$ cat src/rtl/sdram_port_arbiter_pkg.sv
// Shared widths and FSM encoding for the SDRAM port arbiter.
package sdram_port_arbiter_pkg;

    localparam int unsigned ADDR_W = 24;
    localparam int unsigned LEN_W  = 10;
    localparam int unsigned DATA_W = 16;

    typedef enum logic [2:0] {
        ST_IDLE = 3'd0,
        ST_ARB  = 3'd1,
        ST_REQ  = 3'd2,
        ST_XFER = 3'd3,
        ST_DONE = 3'd4
    } state_e;

endpackage

$ cat src/rtl/sdram_port_arbiter_rr_picker.sv
// Combinational round-robin selector: first requester at or after rr_ptr_i, wrapping.
module sdram_port_arbiter_rr_picker #(
    parameter int unsigned NPORT = 4,
    parameter int unsigned IDX_W = 2
) (
    input  logic [NPORT-1:0] req_i,
    input  logic [IDX_W-1:0] rr_ptr_i,
    output logic [IDX_W-1:0] gnt_o,
    output logic             any_req_o
);

    // Walk the ports starting at the pointer and keep the first hit.
    always_comb begin
        int unsigned idx;
        idx       = 0;
        gnt_o     = '0;
        any_req_o = 1'b0;
        for (int unsigned i = 0; i < NPORT; i++) begin
            idx = (32'(rr_ptr_i) + i) % NPORT;
            if (!any_req_o && req_i[IDX_W'(idx)]) begin
                any_req_o = 1'b1;
                gnt_o     = IDX_W'(idx);
            end
        end
    end

endmodule

$ cat src/rtl/sdram_port_arbiter.sv
// Round-robin arbiter multiplexing NPORT burst requesters onto one SDRAM controller.
module sdram_port_arbiter
    import sdram_port_arbiter_pkg::*;
#(
    parameter int unsigned NPORT = 4,
    parameter int unsigned TMO   = 1023
) (
    input  logic                    clk,
    input  logic                    rst_n,
    input  logic [NPORT-1:0]        p_req,
    input  logic [NPORT-1:0]        p_dir,
    input  logic [NPORT*ADDR_W-1:0] p_addr,
    input  logic [NPORT*LEN_W-1:0]  p_len,
    input  logic [NPORT*DATA_W-1:0] p_wdata,
    output logic [NPORT-1:0]        p_wr_ack,
    output logic [NPORT-1:0]        p_rd_ack,
    output logic [NPORT-1:0]        p_done,
    output logic [DATA_W-1:0]       p_rdata,
    output logic                    sdram_wr_req,
    output logic                    sdram_rd_req,
    output logic [ADDR_W-1:0]       sdram_wr_addr,
    output logic [ADDR_W-1:0]       sdram_rd_addr,
    output logic [LEN_W-1:0]        sdram_wr_burst,
    output logic [LEN_W-1:0]        sdram_rd_burst,
    output logic [DATA_W-1:0]       sdram_din,
    input  logic                    sdram_wr_ack,
    input  logic                    sdram_rd_ack,
    input  logic [DATA_W-1:0]       sdram_dout,
    input  logic                    sdram_init_done,
    output logic                    tmo_err
);

    localparam int unsigned IDX_W = $clog2(NPORT);
    localparam int unsigned TMO_W = ($clog2(TMO + 1) > 10) ? $clog2(TMO + 1) : 10;

    state_e              state_q, state_d;
    logic [IDX_W-1:0]    rr_ptr_q, rr_ptr_d;
    logic [IDX_W-1:0]    gnt_q, gnt_d;
    logic                dir_q, dir_d;
    logic [ADDR_W-1:0]   addr_q, addr_d;
    logic [LEN_W-1:0]    len_q, len_d;
    logic                wr_req_q, wr_req_d;
    logic                rd_req_q, rd_req_d;
    logic [NPORT-1:0]    done_q, done_d;
    logic [TMO_W-1:0]    tmo_cnt_q, tmo_cnt_d;
    logic                tmo_err_q, tmo_err_d;
    logic                wr_ack_q, rd_ack_q;

    logic [IDX_W-1:0]    pick_gnt;
    logic                pick_any;
    logic                match_ack;
    logic                match_ack_prev;

    logic [ADDR_W-1:0]   addr_arr  [NPORT];
    logic [LEN_W-1:0]    len_arr   [NPORT];
    logic [DATA_W-1:0]   wdata_arr [NPORT];

    // Unpack the flat per-port buses for indexed access.
    for (genvar g = 0; g < NPORT; g++) begin : g_unpack
        assign addr_arr[g]  = p_addr[g*ADDR_W +: ADDR_W];
        assign len_arr[g]   = p_len[g*LEN_W +: LEN_W];
        assign wdata_arr[g] = p_wdata[g*DATA_W +: DATA_W];
    end

    sdram_port_arbiter_rr_picker #(
        .NPORT (NPORT),
        .IDX_W (IDX_W)
    ) u_rr_picker (
        .req_i     (p_req),
        .rr_ptr_i  (rr_ptr_q),
        .gnt_o     (pick_gnt),
        .any_req_o (pick_any)
    );

    assign match_ack      = dir_q ? sdram_wr_ack : sdram_rd_ack;
    assign match_ack_prev = dir_q ? wr_ack_q : rd_ack_q;

    // State and datapath registers; reset abandons any burst in flight.
    always_ff @(posedge clk or negedge rst_n) begin
        if (!rst_n) begin
            state_q   <= ST_IDLE;
            rr_ptr_q  <= '0;
            gnt_q     <= '0;
            dir_q     <= 1'b0;
            addr_q    <= '0;
            len_q     <= '0;
            wr_req_q  <= 1'b0;
            rd_req_q  <= 1'b0;
            done_q    <= '0;
            tmo_cnt_q <= '0;
            tmo_err_q <= 1'b0;
            wr_ack_q  <= 1'b0;
            rd_ack_q  <= 1'b0;
        end else begin
            state_q   <= state_d;
            rr_ptr_q  <= rr_ptr_d;
            gnt_q     <= gnt_d;
            dir_q     <= dir_d;
            addr_q    <= addr_d;
            len_q     <= len_d;
            wr_req_q  <= wr_req_d;
            rd_req_q  <= rd_req_d;
            done_q    <= done_d;
            tmo_cnt_q <= tmo_cnt_d;
            tmo_err_q <= tmo_err_d;
            wr_ack_q  <= sdram_wr_ack;
            rd_ack_q  <= sdram_rd_ack;
        end
    end

    // Next-state logic: grant, request, wait for ack edges or timeout, pulse done.
    always_comb begin
        state_d   = state_q;
        rr_ptr_d  = rr_ptr_q;
        gnt_d     = gnt_q;
        dir_d     = dir_q;
        addr_d    = addr_q;
        len_d     = len_q;
        wr_req_d  = wr_req_q;
        rd_req_d  = rd_req_q;
        done_d    = '0;
        tmo_cnt_d = tmo_cnt_q;
        tmo_err_d = tmo_err_q;

        unique case (state_q)
            ST_IDLE: begin
                if (pick_any && sdram_init_done) begin
                    state_d = ST_ARB;
                end
            end
            ST_ARB: begin
                // A requester that vanished since IDLE leaves nothing to grant.
                if (pick_any && sdram_init_done) begin
                    gnt_d     = pick_gnt;
                    dir_d     = p_dir[pick_gnt];
                    addr_d    = addr_arr[pick_gnt];
                    len_d     = len_arr[pick_gnt];
                    wr_req_d  = p_dir[pick_gnt];
                    rd_req_d  = ~p_dir[pick_gnt];
                    tmo_cnt_d = '0;
                    state_d   = ST_REQ;
                end else begin
                    state_d = ST_IDLE;
                end
            end
            ST_REQ: begin
                if (match_ack && !match_ack_prev) begin
                    wr_req_d = 1'b0;
                    rd_req_d = 1'b0;
                    state_d  = ST_XFER;
                end else if (tmo_cnt_q == TMO_W'(TMO - 1)) begin
                    wr_req_d       = 1'b0;
                    rd_req_d       = 1'b0;
                    tmo_err_d      = 1'b1;
                    done_d[gnt_q]  = 1'b1;
                    state_d        = ST_DONE;
                end else begin
                    tmo_cnt_d = tmo_cnt_q + TMO_W'(1);
                end
            end
            ST_XFER: begin
                if (!match_ack) begin
                    done_d[gnt_q] = 1'b1;
                    state_d       = ST_DONE;
                end
            end
            ST_DONE: begin
                rr_ptr_d = (gnt_q == IDX_W'(NPORT - 1)) ? '0 : gnt_q + IDX_W'(1);
                state_d  = ST_IDLE;
            end
            default: begin
                state_d = ST_IDLE;
            end
        endcase
    end

    // Controller strobes routed to the granted port only while its burst is active.
    always_comb begin
        p_wr_ack = '0;
        p_rd_ack = '0;
        if (state_q == ST_REQ || state_q == ST_XFER) begin
            p_wr_ack[gnt_q] = sdram_wr_ack;
            p_rd_ack[gnt_q] = sdram_rd_ack;
        end
    end

    assign sdram_din      = wdata_arr[gnt_q];
    assign p_rdata        = sdram_dout;
    assign p_done         = done_q;
    assign tmo_err        = tmo_err_q;
    assign sdram_wr_req   = wr_req_q;
    assign sdram_rd_req   = rd_req_q;
    assign sdram_wr_addr  = addr_q;
    assign sdram_rd_addr  = addr_q;
    assign sdram_wr_burst = len_q;
    assign sdram_rd_burst = len_q;

endmodule
$ cat config.mk
export PLATFORM = sky130hd
export DESIGN_NAME = sdram_port_arbiter
export DESIGN_NICKNAME = d
export VERILOG_FILES = /design/src/rtl/sdram_port_arbiter_pkg.sv /design/src/rtl/sdram_port_arbiter_rr_picker.sv /design/src/rtl/sdram_port_arbiter.sv
export SDC_FILE = /design/constraint.sdc
export NUM_CORES = 1
export LEC_CHECK = 0
export CAP_MARGIN = 40
export CORE_AREA = 2 2 132 134
export DETAILED_ROUTE_END_ITERATION = 6
export DIE_AREA = 0 0 134 136
export PLACE_DENSITY = 0.77
export SLEW_MARGIN = 20
export SYNTH_ARGS = -nofsm -noshare
export SYNTH_HDL_FRONTEND = slang
export SYNTH_SLANG_ARGS = --single-unit
$ cat constraint.sdc
create_clock -name clk -period 5.5 [get_ports clk]
set_input_delay 0.825 -clock clk [delete_from_list [all_inputs] [get_ports clk]]
set_output_delay 0.825 -clock clk [all_outputs]
set_load 0.01 [all_outputs]
==> impl_metrics.json <==
{
  "yosys_warnings": 0,
  "cp_slowest_cell": "clkdlybuf4s50_1",
  "synth_cell_types": 48,
  "layout-drive-gt1-share_pct": 7.99,
  "fp.coreArea_um2": 16900,
  "insertion_delay_ns": 0.33,
  "diodes": 0,
  "multi_input_area_um2": 2660,
  "initial_core_util_pct": 28.5,
  "post_cts_resized": 0,
  "rows": 48,
  "cts_tree": "yes",
  "cts_setup_buffers": 0,
  "p_leak_nw": 3.22,
  "cap_viol_max_count": 0,
  "synth_top_area_share_pct": 31.7,
  "final.setup_skew_ns": 0.00694,
  "mostFrequentLayoutCells": "310 x clkdlybuf4s50_1, 60 x dfrtp_1, 47 x nand2_1, 38 x nand4_1, 38 x mux2i_1",
  "postPlaceCellArea_um2": 7710,
  "hold_viol": 0,
  "synth_top_cell_by_area": "dfrtp_1",
  "clockBufferDepth": 2,
  "finalPower_mw": 3.28,
  "area_delta_synth_final_pct": 67.3,
  "critPathTopFamily": "buffers and inverters",
  "tns_ns": 0,
  "r2r-end": "sdram_rd_burst[9]",
  "synth_nets": 731,
  "clk_pin_slew_ns": 0.05,
  "drt_iter0_drc": 216,
  "fp.dieW_um": 134,
  "fin_area_um2": 8050,
  "outcome": "finished, final reports clean",
  "path_cells": "clkdlybuf4s50_1, nor2b_2, o21ai_4, buf_4, nand3_2, buf_4, mux2i_1, o211ai_1",
  "async_flop_share_pct": 100,
  "rsz0062_at_grt": "no",
  "cp_max_fo": 35,
  "synth_edf_count": 0,
  "final_util_pct": 47.7,
  "fin_crit_ns": 3.33,
  "final_max_slew_viol_count": 0,
  "ctsHoldBuffers": 0,
  "max_freq_mhz": 300,
  "grt_pass1_vias": 5057,
  "period_share_pct": 60.6,
  "use_met2_pct": 32.7,
  "path_buf_inv": 3,
  "grt_usage_pct": 19.9,
  "dr.pass1.iters": 4,
  "regToRegStartpoint": "rr_ptr_q[1]",
  "viasPerCell": 5.18,
  "slew_headroom_pct": 43.6,
  "die_area_um2": 18200,
  "p_per_area_nw_per_um2": 407,
  "die_h_um": 136,
  "synth_area_leaders": "dfrtp_1 32%, buf_4 8.0%, mux2i_1 7.9%",
  "final_nets": 968,
  "ys.flop_type": "dfrtp_1",
  "grt_pass1_wl_um": 28000,
  "tightest_slew_ns": 0.844,
  "cts_buffers": 9,
  "critPathCaptureType": "flop",
  "final_common_cell": "clkdlybuf4s50_1",
  "grt_max_degree": 62,
  "cts_max_level": 3,
  "crit_arrival_ns": 3.53,
  "syn-cell-area_um2": 4810,
  "clkSinkCount": 61,
  "worstSetupPathType": "in2reg",
  "netlist_instances": 496,
  "drcViolationCount": 0,
  "grt_use_met1_pct": 25.0,
  "r2r_cells": 7,
  "holdCritPathClass": "in2async",
  "cp.required_ns": 5.70,
  "cts_root_buf": "clkbuf_16",
  "ios": 344,
  "setup_viol": 0,
  "dp_hpwl_um": 14200,
  "peakVddDrop_mv": 0.168,
  "gp_congestion": 0.816,
  "crit_top_cell": "buf_4",
  "start_kind": "primary input",
  "synth_seq_cells": 61,
  "post_drt_wl_per_cell_um": 19.2,
  "ant_nets": 0,
  "max_stage_delay_ns": 0.66,
  "grt_remaining_overflow": 0,
  "syn_area_per_cell_um2": 9.70,
  "grt_util_met3_pct": 4.47,
  "reg2reg_slack_ns": 2.79,
  "nFillCells": 1589,
  "routed-via-count": 4985,
  "routed_wl_um": 18500,
  "antenna_found_initial": 0,
  "port_buffers": 311,
  "gr-max-usage-layer": "met2",
  "final-seq-area_um2": 1530,
  "yosysSeqAreaShare_pct": 31.7
}
==> worst register-to-register path, cell delays in order, from the launching register on <==
cell	delay, ns
dfrtp_1	0.44
nor2b_2	0.21
o21ai_4	0.14
buf_4	0.36
nand3_2	0.62
buf_4	0.48
mux2i_1	0.24
o211ai_1	0.11
==> flip-flops by register name, indices dropped and copies added, names as in the netlist <==
name            flops
dir_q               1
gnt_q               2
p_done              4
rd_ack_q            1
rr_ptr_q            2
sdram_rd_addr      24
sdram_rd_burst     10
sdram_rd_req        1
sdram_wr_req        1
state_q             3
tmo_cnt_q          10
tmo_err             1
wr_ack_q            1
==> through the flow <==
step	setup slack (ns)	hold slack (ns)	instances
floorplan	3.18	0.468	496
global route	2.03	0.381	963
global placement	1.86	0.463	943
finish	2.17	0.387	963
detailed placement	1.84	0.472	946
CTS	2.19	0.483	962
==> cell type report <==
| cell class | instances | area share [%] |
|---|---|---|
| multi-input combinational | 334 | 33.0 |
| timing repair buffer | 323 | 40.4 |
| clock inverter | 3 | 0.528 |
| clock buffer | 13 | 3.36 |
| inverter | 4 | 0.187 |
| sequential | 61 | 19.0 |
| tap | 225 | 3.50 |
==> worst max-delay path by stage <==
stage,start,end,cells past startpoint
after floorplan,gnt_q[0],sdram_din[10],3
after global placement,p_req[0],sdram_rd_addr[12],7
after detailed placement,p_req[3],sdram_rd_burst[6],8
after CTS,p_req[3],sdram_rd_burst[6],8
after global routing,p_req[3],sdram_rd_burst[9],8
final,p_req[3],sdram_rd_burst[9],8
==> metal layers <==
metal	up-vias	wire, um
li1	2319	-
met4	0	613
met1	2355	7460
met5	-	0
met2	270	9040
met3	41	1400
==> report_power, final <==
part | total, mW | internal, mW | switching (mW)
clock network | 0.595 | 0.387 | 0.208
logic | 1.86 | 1.02 | 0.841
registers | 0.823 | 0.611 | 0.212
==> logic make-up after synthesis <==
| logic type | share of synthesized area, % |
|---|---|
| fa+ha+maj | 1.56 |
| xor+xnor | 1.09 |
| mux | 16.1 |
| flops | 31.7 |
| simple gates | 15.8 |
| compound gates | 20.2 |
| buf+inv | 13.5 |
==> cells in the mapped netlist (2+ instances only) <==
cell and number:
nor2_1 14, buf_1 2, buf_6 4, clkbuf_1 9
nor4_1 4, inv_1 4, nand4_1 38, mux4_2 16
a211o_1 35, mux2i_1 38, o31ai_1 34, buf_2 30
xnor2_1 6, nand2_1 48, nand3_1 5, o21a_1 2
buf_4 51, dfrtp_1 61, o21ai_0 5, mux2_2 3
and2_1 5, nor3b_1 3, o221ai_1 2, and3_1 9
nand2b_1 2, nor2b_1 2, ha_1 6, a21o_1 3
o21ai_2 2, a211oi_1 2, o211ai_1 34
Note: power is estimated with default switching activity, not from simulation.
